### config.mk
export PLATFORM = sky130hd
export DESIGN_NAME = lsu_mem_master
export DESIGN_NICKNAME = d
export VERILOG_FILES = /design/src/rtl/lsu_mem_master.sv
export SDC_FILE = /design/constraint.sdc
export NUM_CORES = 1
export LEC_CHECK = 0
export ABC_AREA = 1
export CAP_MARGIN = 20
export CORE_AREA = 2 2 144 111
export DETAILED_ROUTE_END_ITERATION = 7
export DIE_AREA = 0 0 146 113
export PLACE_DENSITY_LB_ADDON = 0.3
export SLEW_MARGIN = 5
export SYNTH_ARGS = -nofsm -noshare
export SYNTH_HDL_FRONTEND = slang
export SYNTH_SLANG_ARGS = --single-unit
### constraint.sdc
create_clock -name clk -period 2.5 [get_ports clk]
set_input_delay 0.75 -clock clk [delete_from_list [all_inputs] [get_ports clk]]
set_output_delay 0.75 -clock clk [all_outputs]
set_load 0.05 [all_outputs]
### src/rtl/lsu_mem_master.sv
// Load/store initiator turning RV32I byte/half/word requests into word-only memory accesses.
// Optional build macro LSU_MISALIGN_CHECK_EN turns misaligned H/HU/W accesses into errors.
module lsu_mem_master #(
  parameter int MEM_BYTES   = 512,
  parameter bit BOUND_CHECK = 1'b1
) (
  input  logic        clk,
  input  logic        rst_n,
  input  logic        req_valid,
  output logic        req_ready,
  input  logic        req_we,
  input  logic [2:0]  req_funct3,
  input  logic [31:0] req_addr,
  input  logic [31:0] req_wdata,
  output logic        resp_valid,
  output logic [31:0] resp_rdata,
  output logic        resp_err,
  output logic [31:0] mem_a,
  output logic        mem_we,
  output logic [31:0] mem_wd,
  input  logic [31:0] mem_rd
);

  typedef enum logic [1:0] {IDLE, READ, WRITE, RESP} state_t;

  localparam logic [31:0] MEM_LIM = 32'(MEM_BYTES);

  state_t      state;
  logic [1:0]  off_q;
  logic [2:0]  f3_q;
  logic        we_q;
  logic [15:0] wd_q;
  logic        req_err;

  function automatic logic [31:0] load_ext(input logic [31:0] w, input logic [1:0] off,
                                           input logic [2:0] f3);
    logic signed [7:0]  b;
    logic signed [15:0] h;
    logic signed [31:0] r;
    b = w[{off, 3'b000} +: 8];
    h = w[{off[1], 4'b0000} +: 16];
    case (f3)
      3'b000:  r = b;
      3'b001:  r = h;
      3'b100:  r = {24'h0, b};
      3'b101:  r = {16'h0, h};
      default: r = w;
    endcase
    return r;
  endfunction

  function automatic logic [31:0] store_merge(input logic [31:0] w, input logic [1:0] off,
                                              input logic half, input logic [15:0] d);
    logic [31:0] r;
    r = w;
    if (half) r[{off[1], 4'b0000} +: 16] = d;
    else      r[{off, 3'b000} +: 8]      = d[7:0];
    return r;
  endfunction

  always_comb begin
    req_err = (req_funct3 == 3'b011) || (req_funct3[2:1] == 2'b11) || (req_we && req_funct3[2]);
    if (BOUND_CHECK && (req_addr >= MEM_LIM)) req_err = 1'b1;
`ifdef LSU_MISALIGN_CHECK_EN
    if ((req_funct3[1:0] == 2'b01 && req_addr[0]) ||
        (req_funct3[1:0] == 2'b10 && req_addr[1:0] != 2'b00)) req_err = 1'b1;
`endif
  end

  // Write strobe decoded from state so an async reset removes it at once.
  assign mem_we = (state == WRITE);

  always_ff @(posedge clk or negedge rst_n) begin
    if (!rst_n) begin
      state      <= IDLE;
      req_ready  <= 1'b1;
      resp_valid <= 1'b0;
      resp_rdata <= 32'h0;
      resp_err   <= 1'b0;
      mem_a      <= 32'h0;
      mem_wd     <= 32'h0;
      off_q      <= 2'b00;
      f3_q       <= 3'b000;
      we_q       <= 1'b0;
      wd_q       <= 16'h0;
    end else begin
      case (state)
        IDLE: begin
          if (req_valid) begin
            off_q     <= req_addr[1:0];
            f3_q      <= req_funct3;
            we_q      <= req_we;
            wd_q      <= req_wdata[15:0];
            mem_a     <= {req_addr[31:2], 2'b00};
            req_ready <= 1'b0;
            if (req_err) begin
              state      <= RESP;
              resp_valid <= 1'b1;
              resp_err   <= 1'b1;
              resp_rdata <= 32'h0;
            end else if (req_we && req_funct3[1:0] == 2'b10) begin
              state  <= WRITE;
              mem_wd <= req_wdata;
            end else begin
              state <= READ;
            end
          end
        end
        // Sub-word stores merge into the fetched word; loads extract and extend.
        READ: begin
          if (we_q) begin
            mem_wd <= store_merge(mem_rd, off_q, f3_q[0], wd_q);
            state  <= WRITE;
          end else begin
            resp_rdata <= load_ext(mem_rd, off_q, f3_q);
            resp_err   <= 1'b0;
            resp_valid <= 1'b1;
            state      <= RESP;
          end
        end
        WRITE: begin
          resp_valid <= 1'b1;
          resp_err   <= 1'b0;
          resp_rdata <= 32'h0;
          state      <= RESP;
        end
        RESP: begin
          resp_valid <= 1'b0;
          req_ready  <= 1'b1;
          state      <= IDLE;
        end
        default: state <= IDLE;
      endcase
    end
  end

endmodule

==> results.py <==
metrics = {
    "run_status": {
        "status": "finished clean",
    },
    "synthesis": {
        "synth.yosys.seq_area_share_pct": 41.94,
        "synth_area_leaders": "dfrtp_1, nand2_1, nand3_1",
        "netlist_instances": 1046,
        "synth-edff-count": 0,
        "synth_area_per_cell_um2": 6.906,
        "netlist_area_mm2": 0.007223,
        "yosysTopAreaCell": "dfrtp_1",
        "ys_types": 37,
        "synth_top_area_share_pct": 41.57,
        "yosys_warnings": 0,
        "synthTopCellsByCount": "nand2_1, dfrtp_1, nand3_1",
        "synthArstFlopShare_pct": 100.0,
        "synth.most_common_cell": "nand2_1",
        "ys_ff_latch": 121,
        "ys.flop_type": "dfrtp_1",
    },
    "routing": {
        "wl_per_cell_um": 16.35,
        "wl_met3_um": 2579,
        "top_layer": "met4",
        "drtIter0Drc": 1056,
        "drc": 0,
        "routed_wl_um": 23750,
        "first_pass_iters": 7,
        "ant_nets": 0,
        "wl_met2_um": 10030,
        "wl_met1_um": 10540,
        "num_vias": 7872,
        "viasPerCell": 5.418,
    },
    "timing": {
        "clock_skew_ns": 0.004415,
        "finalHoldViolCount": 0,
        "drv_slew": 0,
        "hold_slack_ns": 0.2082,
        "fin_tns_setup_ns": 0,
        "min_period_ns": 2.418,
        "fmax_ghz": 0.4136,
        "min_period_over_period_pct": 96.71,
        "rsz0062_at_grt": "no",
        "setup_violations": 0,
        "worst_pin_slew_ns": 0.5632,
        "slew_headroom_pct": 62.40,
    },
    "worst_setup_path": {
        "critPathBufInv": 1,
        "worstPathArrival_ns": 1.67,
        "cp_cell_sequence": "clkdlybuf4s50_1",
        "path_max_fanout": 2,
        "cpPeakStageDelay_ns": 0.83,
        "cp_top_family": "buffers and inverters",
        "crit_slowest_cell": "clkdlybuf4s50_1",
        "critical_path.startpoint_type": "flop",
        "critPathRequiredTime_ns": 1.75,
        "path_class": "flop to primary output",
        "endpoint_kind": "primary output",
    },
    "layout": {
        "areaGrowthSynthToFinish_pct": 38.59,
        "drive_gt1_share_pct": 8.420,
        "n_fill_cell": 1305,
        "nets": 1346,
    },
    "pwr": {
        "leakage_nw": 4.834,
        "swShare_pct": 53.03,
        "ir_drop_uv": 763.5,
        "pwr-share-comb_pct": 63.0,
        "p_switching_mw": 8.144,
        "pwr-share-clk_pct": 14.4,
        "power.internal_mw": 7.213,
        "p_seq_share_pct": 22.6,
        "power.density_mw_per_mm2": 1534,
        "p_total_mw": 15.36,
    },
    "clock_tree": {
        "numCtsBuffers": 17,
        "clock_sink_count": 121,
        "htree_levels": 4,
        "clkTransAtPathRegs_ns": 0.06,
        "cts_tree": "done",
        "cts_buffer_depth": 2,
        "cts_setup_buffers": 0,
        "cts_root_buf": "clkbuf_16",
        "clk_latency_ns": 0.42,
    },
    "floorplan": {
        "core_area_mm2": 0.01503,
        "io_pins": 203,
        "start_util_pct": 48.06,
        "num_rows": 39,
        "die_w_um": 146,
        "dieArea_mm2": 0.01650,
        "die_h_um": 113,
    },
    "grt": {
        "grt_pass1_wl_um": 38650,
        "grt_util_all_layers_pct": 29.45,
        "grt_max_degree": 58,
        "antenna_found_initial": 1,
        "grt_overflow_total": 0,
        "grt_pass1_vias": 7362,
    },
    "place": {
        "dp_hpwl_um": 17050,
        "gp_congestion": 0.9884,
        "port_buffers": 200,
    },
    "job": {
        "maxCapViolations": 0,
    },
    "min_path": {
        "hp-class": "input port to async pin",
    },
}
==> registers in the layout, summed over array words and instances, names as in the netlist, 2 cells and up <==
name and count:
f3_q 3, mem_a 30, mem_wd 32, off_q 2, resp_rdata 32, state 2
wd_q 16
==> layer usage <==
metal / track usage (%) / vias to the layer above
li1: - / 3761
met1: 43.33 / 3606
met2: 42.36 / 458
met3: 7.339 / 47
met4: 10.36 / 0
met5: 0 / -
==> final timing paths <==
| kind | start | end | slack (ns) | cells after the start |
|---|---|---|---|---|
| hold reg to reg | resp_rdata[6] | resp_rdata[6] | 0.47 | 2 |
| setup reg to reg | off_q[1] | mem_wd[22] | 0.34 | 10 |
| min in group clk | resp_rdata[6] | resp_rdata[6] | 0.47 | 2 |
| setup / recovery | resp_err | resp_err | 0.08 | 1 |
| hold / removal | rst_n | mem_a[27] | 0.21 | 1 |
| max in group asynchronous | rst_n | mem_wd[28] | 1.61 | 2 |
==> power groups by stage <==
stage	registers, mW	logic (mW)	clock network, mW
finish	3.48	9.67	2.21
global route	3.58	10.4	2.32
CTS	3.47	9.60	2.23
detailed placement	3.46	9.56	0
global placement	3.48	9.42	0
floorplan	5.73	4.24	0
==> cell type report <==
type | count | area, um2 | share of cell area [%]
Multi-Input combinational cell | 804 | 3635 | 36.31
Sequential cell | 121 | 3029 | 30.26
Timing Repair Buffer | 234 | 2350 | 23.47
Clock buffer | 21 | 450.4 | 4.499
Tap cell | 205 | 256.5 | 2.562
Inverter | 56 | 212.7 | 2.125
Clock inverter | 11 | 75.07 | 0.7499
Antenna cell | 1 | 2.502 | 0.02500
==> cells in the final DEF, fill, tap and decap left out, types with 2 or more instances in the layout <==
cell             instances
a21oi_1                 54
buf_12                   8
buf_4                   29
clkbuf_1                 3
clkbuf_16               17
clkdlybuf4s50_1        197
clkinv_1                 2
clkinv_2                 4
clkinvlp_4               5
conb_1                   2
dfrtp_1                120
ha_1                     8
inv_1                   47
inv_2                    6
nand2_1                427
nand2_2                  7
nand3_1                 95
nand3_2                  3
nand4_1                 17
nor2_1                  50
nor2_2                  13
nor2_4                   2
nor3_1                  11
o211ai_1                 6
o21ai_0                 84
o21ai_1                 15
==> logic make-up after synthesis <==
kind of cell	share of synthesized area [%]
AO/OA/AOI/OAI	12.16
buffers and inverters	7.899
flip-flops	41.94
other	0.05192
adder cells (fa/ha/maj)	1.559
AND/OR/NAND/NOR	36.39
==> metrics by stage <==
stage | std cells | util [%] | setup WS [ns] | instance area [um2]
2_1_floorplan | 1047 | - | 0.3719 | 7227
3_3_place_gp | 1420 | 63.08 | 0.04805 | 9480
3_5_place_dp | 1420 | 63.08 | -0.002414 | 9480
4_1_cts | 1452 | 66.58 | 0.08313 | 10010
5_1_grt | 1452 | 66.59 | 0.07041 | 10010
6_report | 1453 | 66.61 | 0.08224 | 10010
==> timing repair <==
| item | CTS | global route |
|---|---|---|
| endpoints found under the setup margin | 0 | 1 |
| hold buffers | 0 | 0 |
| gates resized for setup | 0 | 1 |
(Power assumes the default switching activity.)
